`src/rtl/alu_pkg.sv`:
```
// ============================================================================
// Module   : alu_pkg
// Brief    : Opcodes, multi-cycle opcode ranges and iterative-unit FSM states
//            shared by the EX-stage ALU and its multiply/divide engine.
// Revision : 1.0 - initial release
// ============================================================================
`default_nettype none

package alu_pkg;

  typedef enum logic [4:0] {
    OP_NOP   = 5'h00,
    OP_ADD   = 5'h01,
    OP_AND   = 5'h02,
    OP_OR    = 5'h03,
    OP_SUB   = 5'h04,
    OP_XOR   = 5'h05,
    OP_SLL   = 5'h06,
    OP_EQ    = 5'h07,
    OP_NE    = 5'h08,
    OP_SRL   = 5'h09,
    OP_SLE   = 5'h0A,
    OP_SLTU  = 5'h0B,
    OP_SRA   = 5'h0C,
    OP_LUI   = 5'h0D,
    OP_SLT   = 5'h0E,
    OP_NOR   = 5'h0F,
    OP_MULT  = 5'h10,
    OP_MULTU = 5'h11,
    OP_DIV   = 5'h12,
    OP_DIVU  = 5'h13,
    OP_MFHI  = 5'h14,
    OP_MFLO  = 5'h15
  } alu_op_t;

  localparam logic [4:0] OP_MUL_FIRST = 5'h10;
  localparam logic [4:0] OP_MUL_LAST  = 5'h11;
  localparam logic [4:0] OP_DIV_FIRST = 5'h12;
  localparam logic [4:0] OP_DIV_LAST  = 5'h13;

  typedef enum logic [1:0] {
    ST_IDLE = 2'd0,
    ST_MUL  = 2'd1,
    ST_DIV  = 2'd2,
    ST_FIN  = 2'd3
  } muldiv_state_t;

  function automatic logic isMulOp(input logic [4:0] op);
    return (op >= OP_MUL_FIRST) && (op <= OP_MUL_LAST);
  endfunction

  function automatic logic isDivOp(input logic [4:0] op);
    return (op >= OP_DIV_FIRST) && (op <= OP_DIV_LAST);
  endfunction

endpackage

`default_nettype wire

```
`src/rtl/muldiv_iter.sv`:
```
// ============================================================================
// Module   : muldiv_iter
// Brief    : Iterative radix-2 multiply / restoring divide writing HI/LO.
//            Divider is built only when ALU_DIV_EN is defined.
// Revision : 1.0 - initial release
// ============================================================================
`default_nettype none

module muldiv_iter
  import alu_pkg::*;
#(
  parameter int WIDTH = 32
) (
  input  logic             clk,
  input  logic             reset,
  input  logic [WIDTH-1:0] i_srcA,
  input  logic [WIDTH-1:0] i_srcB,
  input  logic [4:0]       i_op,
  input  logic             i_start,
  output logic             o_busy,
  output logic             o_done,
  output logic [WIDTH-1:0] o_hi,
  output logic [WIDTH-1:0] o_lo
);

  localparam int SHW = $clog2(WIDTH);
  localparam logic [SHW-1:0] LAST_STEP = SHW'(WIDTH - 1);

  muldiv_state_t      r_state;
  muldiv_state_t      w_nextState;
  logic [SHW-1:0]     r_count;
  logic [WIDTH-1:0]   r_hiAcc;
  logic [WIDTH-1:0]   r_loAcc;
  logic [WIDTH-1:0]   r_operand;
  logic [WIDTH-1:0]   r_hi;
  logic [WIDTH-1:0]   r_lo;
  logic               r_negLo;
  logic               w_isMul;
  logic               w_isDiv;
  logic               w_accept;
  logic               w_signedOp;
  logic               w_lastStep;
  logic [WIDTH-1:0]   w_magA;
  logic [WIDTH-1:0]   w_magB;
  logic [2*WIDTH-1:0] w_prod;
  logic [WIDTH:0]     w_addA;
  logic [WIDTH:0]     w_addB;

  assign w_isMul = isMulOp(i_op);
`ifdef ALU_DIV_EN
  assign w_isDiv = isDivOp(i_op);
`else
  assign w_isDiv = 1'b0;
`endif
  assign w_accept   = i_start && (r_state == ST_IDLE) && (w_isMul || w_isDiv);
  assign w_signedOp = (i_op == OP_MULT) || (i_op == OP_DIV);
  assign w_magA     = (w_signedOp && i_srcA[WIDTH-1]) ? -i_srcA : i_srcA;
  assign w_magB     = (w_signedOp && i_srcB[WIDTH-1]) ? -i_srcB : i_srcB;
  assign w_lastStep = (r_count == LAST_STEP);
  assign w_prod     = r_negLo ? -{r_hiAcc, r_loAcc} : {r_hiAcc, r_loAcc};

  // One adder serves both engines: add for multiply, trial subtract for divide
`ifdef ALU_DIV_EN
  logic [WIDTH+1:0] w_sum;
  logic             w_borrow;
  logic             r_negHi;
  logic             r_isDiv;
  logic             r_divZero;
  logic [WIDTH-1:0] r_dividend;

  always_comb begin
    w_addA = {1'b0, r_hiAcc};
    w_addB = r_loAcc[0] ? {1'b0, r_operand} : '0;
    if (r_state == ST_DIV) begin
      w_addA = {r_hiAcc, r_loAcc[WIDTH-1]};
      w_addB = {1'b0, r_operand};
      w_sum  = {1'b0, w_addA} - {1'b0, w_addB};
    end else begin
      w_sum  = {1'b0, w_addA} + {1'b0, w_addB};
    end
  end
  assign w_borrow = w_sum[WIDTH+1];
`else
  logic [WIDTH:0] w_sum;

  always_comb begin
    w_addA = {1'b0, r_hiAcc};
    w_addB = r_loAcc[0] ? {1'b0, r_operand} : '0;
    w_sum  = w_addA + w_addB;
  end
`endif

  always_ff @(posedge clk or posedge reset) begin
    if (reset) r_state <= ST_IDLE;
    else       r_state <= w_nextState;
  end

  always_comb begin
    w_nextState = r_state;
    case (r_state)
      ST_IDLE:        if (w_accept) w_nextState = w_isMul ? ST_MUL : ST_DIV;
      ST_MUL, ST_DIV: if (w_lastStep) w_nextState = ST_FIN;
      ST_FIN:         w_nextState = ST_IDLE;
      default:        w_nextState = ST_IDLE;
    endcase
  end

  // Accept cycle raises busy combinationally so the stall has no bubble
  always_comb begin
    o_busy = (r_state != ST_IDLE) || w_accept;
    o_done = (r_state == ST_FIN);
  end

  always_ff @(posedge clk or posedge reset) begin
    if (reset) begin
      r_count    <= '0;
      r_hiAcc    <= '0;
      r_loAcc    <= '0;
      r_operand  <= '0;
      r_negLo    <= 1'b0;
      r_hi       <= '0;
      r_lo       <= '0;
`ifdef ALU_DIV_EN
      r_negHi    <= 1'b0;
      r_isDiv    <= 1'b0;
      r_divZero  <= 1'b0;
      r_dividend <= '0;
`endif
    end else begin
      case (r_state)
        ST_IDLE: begin
          if (w_accept) begin
            r_count   <= '0;
            r_hiAcc   <= '0;
            r_loAcc   <= w_magA;
            r_operand <= w_magB;
            r_negLo   <= w_signedOp && (i_srcA[WIDTH-1] ^ i_srcB[WIDTH-1]);
`ifdef ALU_DIV_EN
            r_negHi    <= w_signedOp && i_srcA[WIDTH-1];
            r_isDiv    <= w_isDiv;
            r_divZero  <= (i_srcB == '0);
            r_dividend <= i_srcA;
`endif
          end
        end
        ST_MUL: begin
          {r_hiAcc, r_loAcc} <= {w_sum[WIDTH:0], r_loAcc[WIDTH-1:1]};
          r_count            <= r_count + 1'b1;
        end
`ifdef ALU_DIV_EN
        ST_DIV: begin
          r_hiAcc <= w_borrow ? w_addA[WIDTH-1:0] : w_sum[WIDTH-1:0];
          r_loAcc <= {r_loAcc[WIDTH-2:0], ~w_borrow};
          r_count <= r_count + 1'b1;
        end
        ST_FIN: begin
          if (!r_isDiv) begin
            r_hi <= w_prod[2*WIDTH-1:WIDTH];
            r_lo <= w_prod[WIDTH-1:0];
          end else if (r_divZero) begin
            r_hi <= r_dividend;
            r_lo <= '1;
          end else begin
            r_hi <= r_negHi ? -r_hiAcc : r_hiAcc;
            r_lo <= r_negLo ? -r_loAcc : r_loAcc;
          end
        end
`else
        ST_FIN: begin
          r_hi <= w_prod[2*WIDTH-1:WIDTH];
          r_lo <= w_prod[WIDTH-1:0];
        end
`endif
        default: ;
      endcase
    end
  end

  assign o_hi = r_hi;
  assign o_lo = r_lo;

endmodule

`default_nettype wire

```
`src/rtl/alu_muldiv.sv`:
```
// ============================================================================
// Module   : alu_muldiv
// Brief    : EX-stage ALU: single-cycle ops plus iterative MULT/DIV into HI/LO.
//            Define ALU_DIV_EN to build DIV/DIVU; otherwise they are NOPs.
// Revision : 1.0 - initial release
// ============================================================================
`default_nettype none

module alu_muldiv
  import alu_pkg::*;
#(
  parameter int WIDTH = 32
) (
  input  logic             clk,
  input  logic             reset,
  input  logic [WIDTH-1:0] SrcAE,
  input  logic [WIDTH-1:0] SrcBE,
  input  logic [4:0]       ALUControlE,
  input  logic             StartE,
  output logic [WIDTH-1:0] ALUOutE,
  output logic             BusyE,
  output logic             DoneE,
  output logic [WIDTH-1:0] HiE,
  output logic [WIDTH-1:0] LoE
);

  localparam int SHW = $clog2(WIDTH);

  logic [SHW-1:0]   w_shamt;
  logic [WIDTH-1:0] w_result;

  assign w_shamt = SrcBE[SHW-1:0];

  muldiv_iter #(
    .WIDTH (WIDTH)
  ) u_muldiv (
    .clk     (clk),
    .reset   (reset),
    .i_srcA  (SrcAE),
    .i_srcB  (SrcBE),
    .i_op    (ALUControlE),
    .i_start (StartE),
    .o_busy  (BusyE),
    .o_done  (DoneE),
    .o_hi    (HiE),
    .o_lo    (LoE)
  );

  always_comb begin
    w_result = '0;
    case (ALUControlE)
      OP_ADD:  w_result = SrcAE + SrcBE;
      OP_AND:  w_result = SrcAE & SrcBE;
      OP_OR:   w_result = SrcAE | SrcBE;
      OP_SUB:  w_result = SrcAE - SrcBE;
      OP_XOR:  w_result = SrcAE ^ SrcBE;
      OP_SLL:  w_result = SrcAE << w_shamt;
      OP_EQ:   w_result = {{(WIDTH-1){1'b0}}, SrcAE == SrcBE};
      OP_NE:   w_result = {{(WIDTH-1){1'b0}}, SrcAE != SrcBE};
      OP_SRL:  w_result = SrcAE >> w_shamt;
      OP_SLE:  w_result = {{(WIDTH-1){1'b0}}, SrcAE <= SrcBE};
      OP_SLTU: w_result = {{(WIDTH-1){1'b0}}, SrcAE < SrcBE};
      OP_SRA:  w_result = $signed(SrcAE) >>> w_shamt;
      OP_LUI:  w_result = SrcBE << (WIDTH / 2);
      OP_SLT:  w_result = {{(WIDTH-1){1'b0}}, $signed(SrcAE) < $signed(SrcBE)};
      OP_NOR:  w_result = ~(SrcAE | SrcBE);
      // Reads see the architectural HI/LO, i.e. stale values while busy
      OP_MFHI: w_result = HiE;
      OP_MFLO: w_result = LoE;
      default: w_result = '0;
    endcase
  end

  assign ALUOutE = w_result;

endmodule

`default_nettype wire

```
`config.mk`:
```
export PLATFORM = sky130hd
export DESIGN_NAME = alu_muldiv
export DESIGN_NICKNAME = d
export VERILOG_FILES = /design/src/rtl/alu_pkg.sv /design/src/rtl/muldiv_iter.sv /design/src/rtl/alu_muldiv.sv
export SDC_FILE = /design/constraint.sdc
export NUM_CORES = 1
export LEC_CHECK = 0
export ABC_AREA = 1
export CELL_PAD_IN_SITES_DETAIL_PLACEMENT = 1
export CELL_PAD_IN_SITES_GLOBAL_PLACEMENT = 1
export CORE_UTILIZATION = 45
export DETAILED_ROUTE_END_ITERATION = 12
export GPL_TIMING_DRIVEN = 1
export PLACE_DENSITY = 0.85
export SETUP_SLACK_MARGIN = 0.3
export SKIP_LAST_GASP = 1
export SYNTH_ARGS = -nofsm -noshare
export SYNTH_HDL_FRONTEND = slang
export SYNTH_SLANG_ARGS = --single-unit
```
`constraint.sdc`:
```
create_clock -name clk -period 8.5 [get_ports clk]
set_input_delay 1.7 -clock clk [delete_from_list [all_inputs] [get_ports clk]]
set_output_delay 1.7 -clock clk [all_outputs]
set_load 0.1 [all_outputs]
```
==> results of run 1 <==
-- final timing paths --
check                      slack (ns)  cells after the start                   start                      to
setup / recovery                 1.51                     12               SrcAE[29]             ALUOutE[29]
hold / removal                   0.49                      2  u_muldiv.r_operand[28]  u_muldiv.r_operand[28]
setup reg to reg                 4.48                     11     u_muldiv.r_state[1]    u_muldiv.r_loAcc[17]
hold reg to reg                  0.49                      2  u_muldiv.r_operand[28]  u_muldiv.r_operand[28]
max in group asynchronous        5.11                      3                   reset        u_muldiv.r_negLo
min in group asynchronous        1.87                      2                   reset    u_muldiv.r_loAcc[13]
-- synth_stat cells (18+ instances only) --
library cell  instances  area, um^2
a21oi_1             151         756
buf_1                20        75.1
buf_2                62         310
clkbuf_1             77         289
dfrtp_1             168        4200
ha_1                138        1730
inv_1               516        1940
nand2_1            1625        6100
nand3_1             615        3080
nand4_1              57         357
nor2_1              467        1750
nor3_1               32         160
o211ai_1             18         135
o21ai_0             214        1070
o22ai_1              26         163
xor2_1               60         526
-- critical path: cells and delay by family --
kind / cells / cell delay [ns]
adder cells (fa/ha/maj): 1 / 0.55
buffers and inverters: 3 / 1.32
AND/OR/NAND/NOR: 8 / 1.71
-- cell type report --
| type | count | area (um^2) | area share |
|---|---|---|---|
| Tap cell | 680 | 851 | 0.0317 |
| Timing Repair Buffer | 224 | 2370 | 0.0885 |
| Inverter | 527 | 1980 | 0.0740 |
| Sequential cell | 168 | 4210 | 0.157 |
| Multi-Input combinational cell | 3530 | 16800 | 0.627 |
| Clock inverter | 7 | 120 | 0.00448 |
| Clock buffer | 21 | 470 | 0.0175 |
| Antenna cell | 4 | 10.0 | 0.000373 |
-- kinds of logic (layout without fill, tap and decap cells) --
group           count (synthesis)  after routing  share of synthesized area
compound gates                472            472                      0.108
fa+ha+maj                     141            141                     0.0751
other cells                     0              4                          0
xor+xnor                       65             65                     0.0239
simple gates                 2851           2851                      0.499
mux                             1              1                   0.000421
flops                         168            168                      0.177
buf+inv                       699            779                      0.117
-- sequential cells by signal, summed over array words and instances (netlist names) --
| signal | flops |
|---|---|
| u_muldiv.o_hi | 32 |
| u_muldiv.o_lo | 32 |
| u_muldiv.r_count | 5 |
| u_muldiv.r_hiAcc | 32 |
| u_muldiv.r_loAcc | 32 |
| u_muldiv.r_negLo | 1 |
| u_muldiv.r_operand | 32 |
| u_muldiv.r_state | 2 |
-- power by group through the flow --
| stage | registers [mW] | logic [mW] | clock network [mW] |
|---|---|---|---|
| 4_1_cts | 0.808 | 1.00 | 0.838 |
| 3_3_place_gp | 0.822 | 0.984 | 0 |
| 3_5_place_dp | 0.823 | 0.999 | 0 |
| 5_1_grt | 0.808 | 1.10 | 0.863 |
| 6_report | 0.808 | 1.05 | 0.851 |
| 2_1_floorplan | 0.821 | 0.601 | 0 |
-- per-layer routing --
metal	part of all wire	track usage	up-vias
met5	0.00035	0	-
li1	-	-	14200
met1	0.36	0.620	15800
met2	0.43	0.818	2365
met3	0.11	0.144	721
met4	0.098	0.438	8
==> qor.csv, run 1 <==
stage;metric;value;unit
pwr;comb_power_share;0.388;
global_route;antenna_found_initial;7;
setup_path;cp.arrival;5.29;ns
setup_path;start_kind;primary input;
pwr;p_leak;14.4;nW
route;drt-total-wl;145000;um
floorplanning;dieArea;53800;um^2
synthesis;ys_types;51;
clocking;htreeDepth;4;
place;dpl.cell_count;5129;
run_status;status;complete, no violations;
sta;slew_violations;0;
route;num_vias;33100;
job;maxCapViolCount;0;
global_route;grt_first_pass_wirelength;211000;um
floorplanning;start_util;0.460;
synthesis;synth_flop_cell;dfrtp_1;
synthesis;synth_edf_count;0;
pwr;p_int;1.56;mW
sta;hold_viol;0;
sta;min_period_over_period;0.823;
clocking;cts_buffers;17;
pwr;fin_total_pwr;2.71;mW
synthesis;synth_area;23800;um^2
sta;finalSetupTns;0;ns
clocking;path_clk_slew;0.07;ns
pwr;clock_power_share;0.314;
floorplanning;pin_count;170;
sta;whs;0.492;ns
sta;fmax;0.143;GHz
min_path;hp-class;register to register;
route;vias_per_cell;6.41;
pwr;power.share.sequential;0.298;
route;drc;0;
pwr;ir_worst_vdd;228;uV
route;final_antenna_net_count;0;
sta;max_slew.worst_pin.slew;1.41;ns
finish;design_area;26800;um^2
sta;min_period;6.99;ns
sta;fin_ws;1.51;ns
route;dr.pass1.iters;6;
setup_path;crit_chain;clkdlybuf4s50_1 -> inv_1 -> ha_1 -> nand2_1 -> nand2_1 -> nor2_1 -> nand2_1 -> nor2_1 -> nand3_1 -> nor2_1 -> nand3_1 -> buf_12;
route;wl_per_cell;28.0;um
setup_path;cp-end-kind;output pin;
synthesis;synth_cells;4397;
finish;nets;4681;
finish;layout-drive-gt1-share;0.0366;
floorplanning;die_y;232;um
place;place_ws;1.70;ns
floorplanning;rows;83;
place;placed_cell_area;26200;um^2
synthesis;synthArstFlopShare;1.00;
clocking;cts_tree;done;
setup_path;cpPeakStageDelay;0.92;ns
place;place_hpwl;111000;um
sta;rsz0062_at_grt;no;
synthesis;yosysSeqAreaShare;0.177;
setup_path;worstPathRequired;6.80;ns
finish;final_cell_mix;nand2_1, nand3_1, inv_1;
setup_path;slowest_stage;clkdlybuf4s50_1;
clocking;clk_latency;0.47;ns
sta;slew_headroom;0.0573;
global_route;gr-total-overflow;0;
finish;fin_cells;5161;
sta;skew;0.0186;ns
global_route;grt_max_degree;108;
finish;syn_to_final_growth;12.9;%
floorplanning;core-area;51700;um^2
clocking;clk_path_buf_depth;2;
setup_path;worstPathMaxFanout;10;
finish;layout_commonest_cell;nand2_1;
floorplanning;die_w;232;um
finish;n_fill_cell;7611;
route;drt-initial-drc-count;3753;
pwr;power_switching;1.15;mW
finish;final_util;0.519;
pwr;p_sw_frac;0.424;
global_route;track_usage;0.532;
synthesis;yosys_warnings;0;
synthesis;syn_nets;4610;
sta;finalSetupViolations;0;
setup_path;critPathKind;primary input to output pin;
clocking;clkSinkCount;168;
clocking;hold_buffers;0;
clocking;root_buffer;clkbuf_16;
synthesis;syn_avg_cell_area;5.41;um^2
clocking;postCtsSetupBuffers;0;
place;gp_congestion;1.13;
place;numPortBuffers;169;
pwr;power.density;101;nW/um^2
clocking;post_cts_resized;0;
synthesis;ys_ff_latch;168;
global_route;grt_pass1_vias;33100;
No activity file was read; power rests on OpenSTA's default activity.
==> run 2, diff against run 1 <==
- CORE_UTILIZATION: 45 -> 38
- PLACE_DENSITY: 0.85 -> 0.76
- clock period: 8.5 -> 5.8 ns (I/O delays scaled with it)
==> run 2 against run 1 <==
Sequential power rose by 46%; cell count rose by 4.6%; final area rose by 3.6%; clock power rose by 40%; routed wire length fell by 1.6%; sequential share of layout area fell by 0.54 points; flip-flop and latch count did not move; largest power group unchanged; core utilization fell by 6.8 points; die area rose by 18%; global-route usage fell by 8.9 points.
==> qor.csv, run 2 (synthesized netlist as in run 1, its figures left out) <==
stage;metric;value;unit
run_status;status;complete, no violations;
sta;max_slew.worst_pin.slew;1.23;ns
sta;rsz0062_at_grt;no;
place;gp_congestion;1.14;
floorplanning;start_util;0.385;
min_path;hp-class;register to register;
global_route;use_met1;0.566;
clocking;clk_path_buf_depth;2;
place;place_ws;0.111;ns
clocking;htreeDepth;4;
sta;finalSetupViolations;0;
setup_path;start_kind;primary input;
route;dr.pass1.iters;5;
route;drt-initial-drc-count;3036;
global_route;track_usage;0.443;
route;vias_per_cell;5.78;
pwr;p_leak;14.8;nW
global_route;antenna_found_initial;2;
setup_path;cp-end-kind;output pin;
global_route;met3_usage;0.0725;
finish;layout_commonest_cell;nand2_1;
global_route;grt_pass1_vias;30300;
sta;fmax;0.183;GHz
sta;hold_viol;0;
floorplanning;rows;91;
global_route;grt_use_met2;0.687;
sta;min_period;5.47;ns
global_route;grt.busiest_layer;met2;
clocking;path_clk_slew;0.07;ns
global_route;grt_first_pass_wirelength;205000;um
sta;fin_ws;0.335;ns
global_route;gr-total-overflow;0;
clocking;root_buffer;clkbuf_16;
min_path;hold_depth;2;
setup_path;regToRegSetupSlack;2.85;ns
setup_path;critPathKind;primary input to output pin;
route;drt-total-wl;142000;um
floorplanning;die_y;252;um
place;numPortBuffers;169;
route;num_vias;31200;
finish;final_cell_mix;nand2_1, nand3_1, inv_1;
sta;min_period_over_period;0.942;
sta;finalSetupTns;0;ns
floorplanning;pin_count;170;
route;drc;0;
floorplanning;die_w;252;um
sta;slew_violations;0;
clocking;cts_buffers;17;
finish;syn_to_final_growth;16.9;%
place;place_hpwl;117000;um
setup_path;worstPathMaxFanout;9;
clocking;cts_tree;done;
global_route;grt_max_degree;100;
job;maxCapViolCount;0;
setup_path;cp.arrival;4.31;ns
finish;design_area;27800;um^2
pwr;power.density;144;nW/um^2
setup_path;rr_worst_depth;16;
setup_path;worstPathRequired;4.64;ns
finish;layout-drive-gt1-share;0.0568;
finish;nets;4760;
pwr;ir_worst_vdd;183;uV
floorplanning;dieArea;63600;um^2
floorplanning;core-area;61700;um^2
clocking;postCtsSetupBuffers;0;
route;final_antenna_net_count;0;
sta;skew;0.0127;ns
place;placed_cell_area;27100;um^2
sta;slew_headroom;0.176;
clocking;clkSinkCount;168;
clocking;clk_latency;0.46;ns
route;wl_per_cell;26.3;um
[run 2: cell count changes in the layout (fill, tap and decap cells not counted), sizes merged, moves of 2 or more]
| cell | previous run | this run |
|---|---|---|
| buf | 90 | 169 |
| bufinv | 3 | 1 |
| clkbuf | 21 | 18 |
| clkdlybuf4s50 | 134 | 131 |
| clkinv | 5 | 7 |
| diode | 4 | 2 |
| dlymetal6s2s | 0 | 2 |
| inv | 525 | 531 |
[run 2: timing repair]
| action | in CTS | in global routing |
|---|---|---|
| resized for setup | 3 | 15 |
| endpoints found under the setup margin | 7 | 14 |
| hold buffers | 0 | 0 |
[run 2: area by class of cell]
type | count | area (um^2)
multi-input cells | 3530 | 16800
diodes | 2 | 5.00
clock inverters | 14 | 156
inverters | 527 | 1990
well taps | 837 | 1050
repair buffers | 303 | 3110
flip-flops and latches | 168 | 4210
clock buffers | 18 | 439
fillers | 8802 | 33900
[run 2: metal layers]
layer  share of wire  wire, um
met5               0         0
met4           0.077     10900
met3           0.083     11800
met2            0.43     61700
met1            0.41     57800
[run 2: per-stage QoR]
stage / utilization / hold WS, ns / power, mW / cells
after floorplan: - / 0.449 / 2.08 / 4397
after global placement: 0.440 / 0.467 / 2.76 / 5365
after detailed placement: 0.440 / 0.467 / 2.76 / 5365
after CTS: 0.450 / 0.492 / 3.95 / 5397
after global routing: 0.450 / 0.511 / 4.13 / 5397
final: 0.450 / 0.489 / 3.99 / 5399
[run 2: worst paths after layout]
kind	startpoint	end
max	SrcAE[15]	ALUOutE[20]
min	u_muldiv.r_operand[24]	u_muldiv.r_operand[24]
max reg2reg	u_muldiv.r_loAcc[0]	u_muldiv.r_hiAcc[25]
min reg2reg	u_muldiv.r_operand[24]	u_muldiv.r_operand[24]
max in group asynchronous	reset	u_muldiv.r_negLo
min in group asynchronous	reset	u_muldiv.r_count[3]
[run 2: report_power, final]
| part | total, mW | internal (mW) | switching, mW |
|---|---|---|---|
| Combinational | 1.62 | 0.451 | 1.17 |
| Sequential | 1.18 | 1.18 | 0.00723 |
| Clock | 1.19 | 0.624 | 0.570 |
[run 2: critical path, cell delays in order]
cell and delay, ns:
clkdlybuf4s50_1 0.57, inv_1 0.27, ha_2 0.57, nand2_1 0.11, inv_1 0.09, nand2_1 0.10
nor3_1 0.37, nand4_1 0.31, nand3_1 0.18, nand2_1 0.06, nand3_1 0.10, nand3_1 0.18
buf_12 0.22
==> RTL change, RTL diff (settings of run 2) <==
Build with the macro `ALU_DIV_EN` defined.
--- a/src/rtl/muldiv_iter.sv
+++ b/src/rtl/muldiv_iter.sv
@@ -7,2 +7,4 @@
 `default_nettype none
+
+`define ALU_DIV_EN
 
Check against the original RTL: not equivalent (Yosys sat finds a counterexample within 4 cycles, from zero or initial values and one cycle with reset high).
==> RTL change against run 2 <==
Final area rose by 26%. Setup slack lost 0.11 ns. Routed wire length rose by 37%. Non-clock buffer count grew 217. Hold slack hardly changed. Via count rose by 30%. Synthesized area rose by 22%. Sequential cell count increased by 35. Clock skew rose by 0.020 ns.
Power is left out: it rests on default switching activity, and per cell area and clock period it moved more than threefold.
==> RTL change: results (changes against run 2) <==
stage	metric	value	unit	change
final_layout	fraction of area in multi-input gates	0.583		-0.0228
placement	Final GP Congestion	1.15		+0.59%
placement	Cells after DPL	6404		+19%
global_route	largest net degree at the start of global routing	134		+34%
global_route	met1 GRT Util	0.658		+0.0918
worst_setup_path	reg2reg start	u_muldiv.r_hiAcc[19]		
route	met1 wire length	78800	um	+36%
final_layout	number of antenna diodes	5		+3
route	highest routed layer	met5		
placement	Placement Cell Area	33900	um^2	+25%
worst_setup_path	reg-to-reg setup timing slack	2.11	ns	-0.74 ns
clocking	cts bufs inserted	23		+6
placement	Place WS	-0.264	ns	-0.375 ns
clocking	worst-skew pair later-pin latency	0.58	ns	+0.12 ns
worst_setup_path	slowest stage delay, CP	0.49	ns	-0.08 ns
worst_setup_path	cell family with most CP delay	buffers and inverters		
route	Routed WL per cell	30.2	um	+15%
final_layout	ClkCell Share	0.0207		-0.000750
route	WL met2	78600	um	+27%
logic_synthesis	Post-Synth XOR/XNOR Area	0.0167		-0.00727
placement	placed wire-length estimate	159000	um	+36%
run_status	status	completed		
logic_synthesis	largest cells by area after synthesis	nand2_1, dfrtp_1, inv_1, o21ai_0, ha_1		
sta	Clock Skew	0.0331	ns	+0.0204 ns
final_layout	buffering overhead	0.137		+0.0253
final_layout	filler cell count	10476		+19%
logic_synthesis	post-synthesis compound-gate area fraction	0.209		+0.101
route	wire length on met3	23700	um	+100%
global_route	GRT met3 Usage	0.125		+0.0529
route	DR vias/cell	6.27		+8.4%
-- RTL change: cell count changes after synthesis, sizes merged, moves of 19 or more --
cell	run 2	this run
nand3	617	433
nor2	481	519
clkbuf	77	121
o22ai	26	60
inv	523	716
o21ai	223	489
dfrtp	168	203
ha	138	171
a22oi	2	34
o211ai	18	37
nand2	1628	1529
a21oi	151	330
or2	5	27
nor3	36	67
-- RTL change: what timing repair did --
| action | in CTS | in global routing |
|---|---|---|
| setup endpoints to repair | 15 | 22 |
| pin swaps | 3 | 7 |
| hold endpoints to repair | 0 | 0 |
| gates resized for setup | 37 | 67 |
| buffers inserted | 2 | 8 |
-- RTL change: through the flow --
step | TNS, ns | hold slack, ns
finish | 0 | 0.489
global route | 0 | 0.520
CTS | 0 | 0.483
detailed placement | -0.486 | 0.468
global placement | -0.483 | 0.464
floorplan | 0 | 0.448
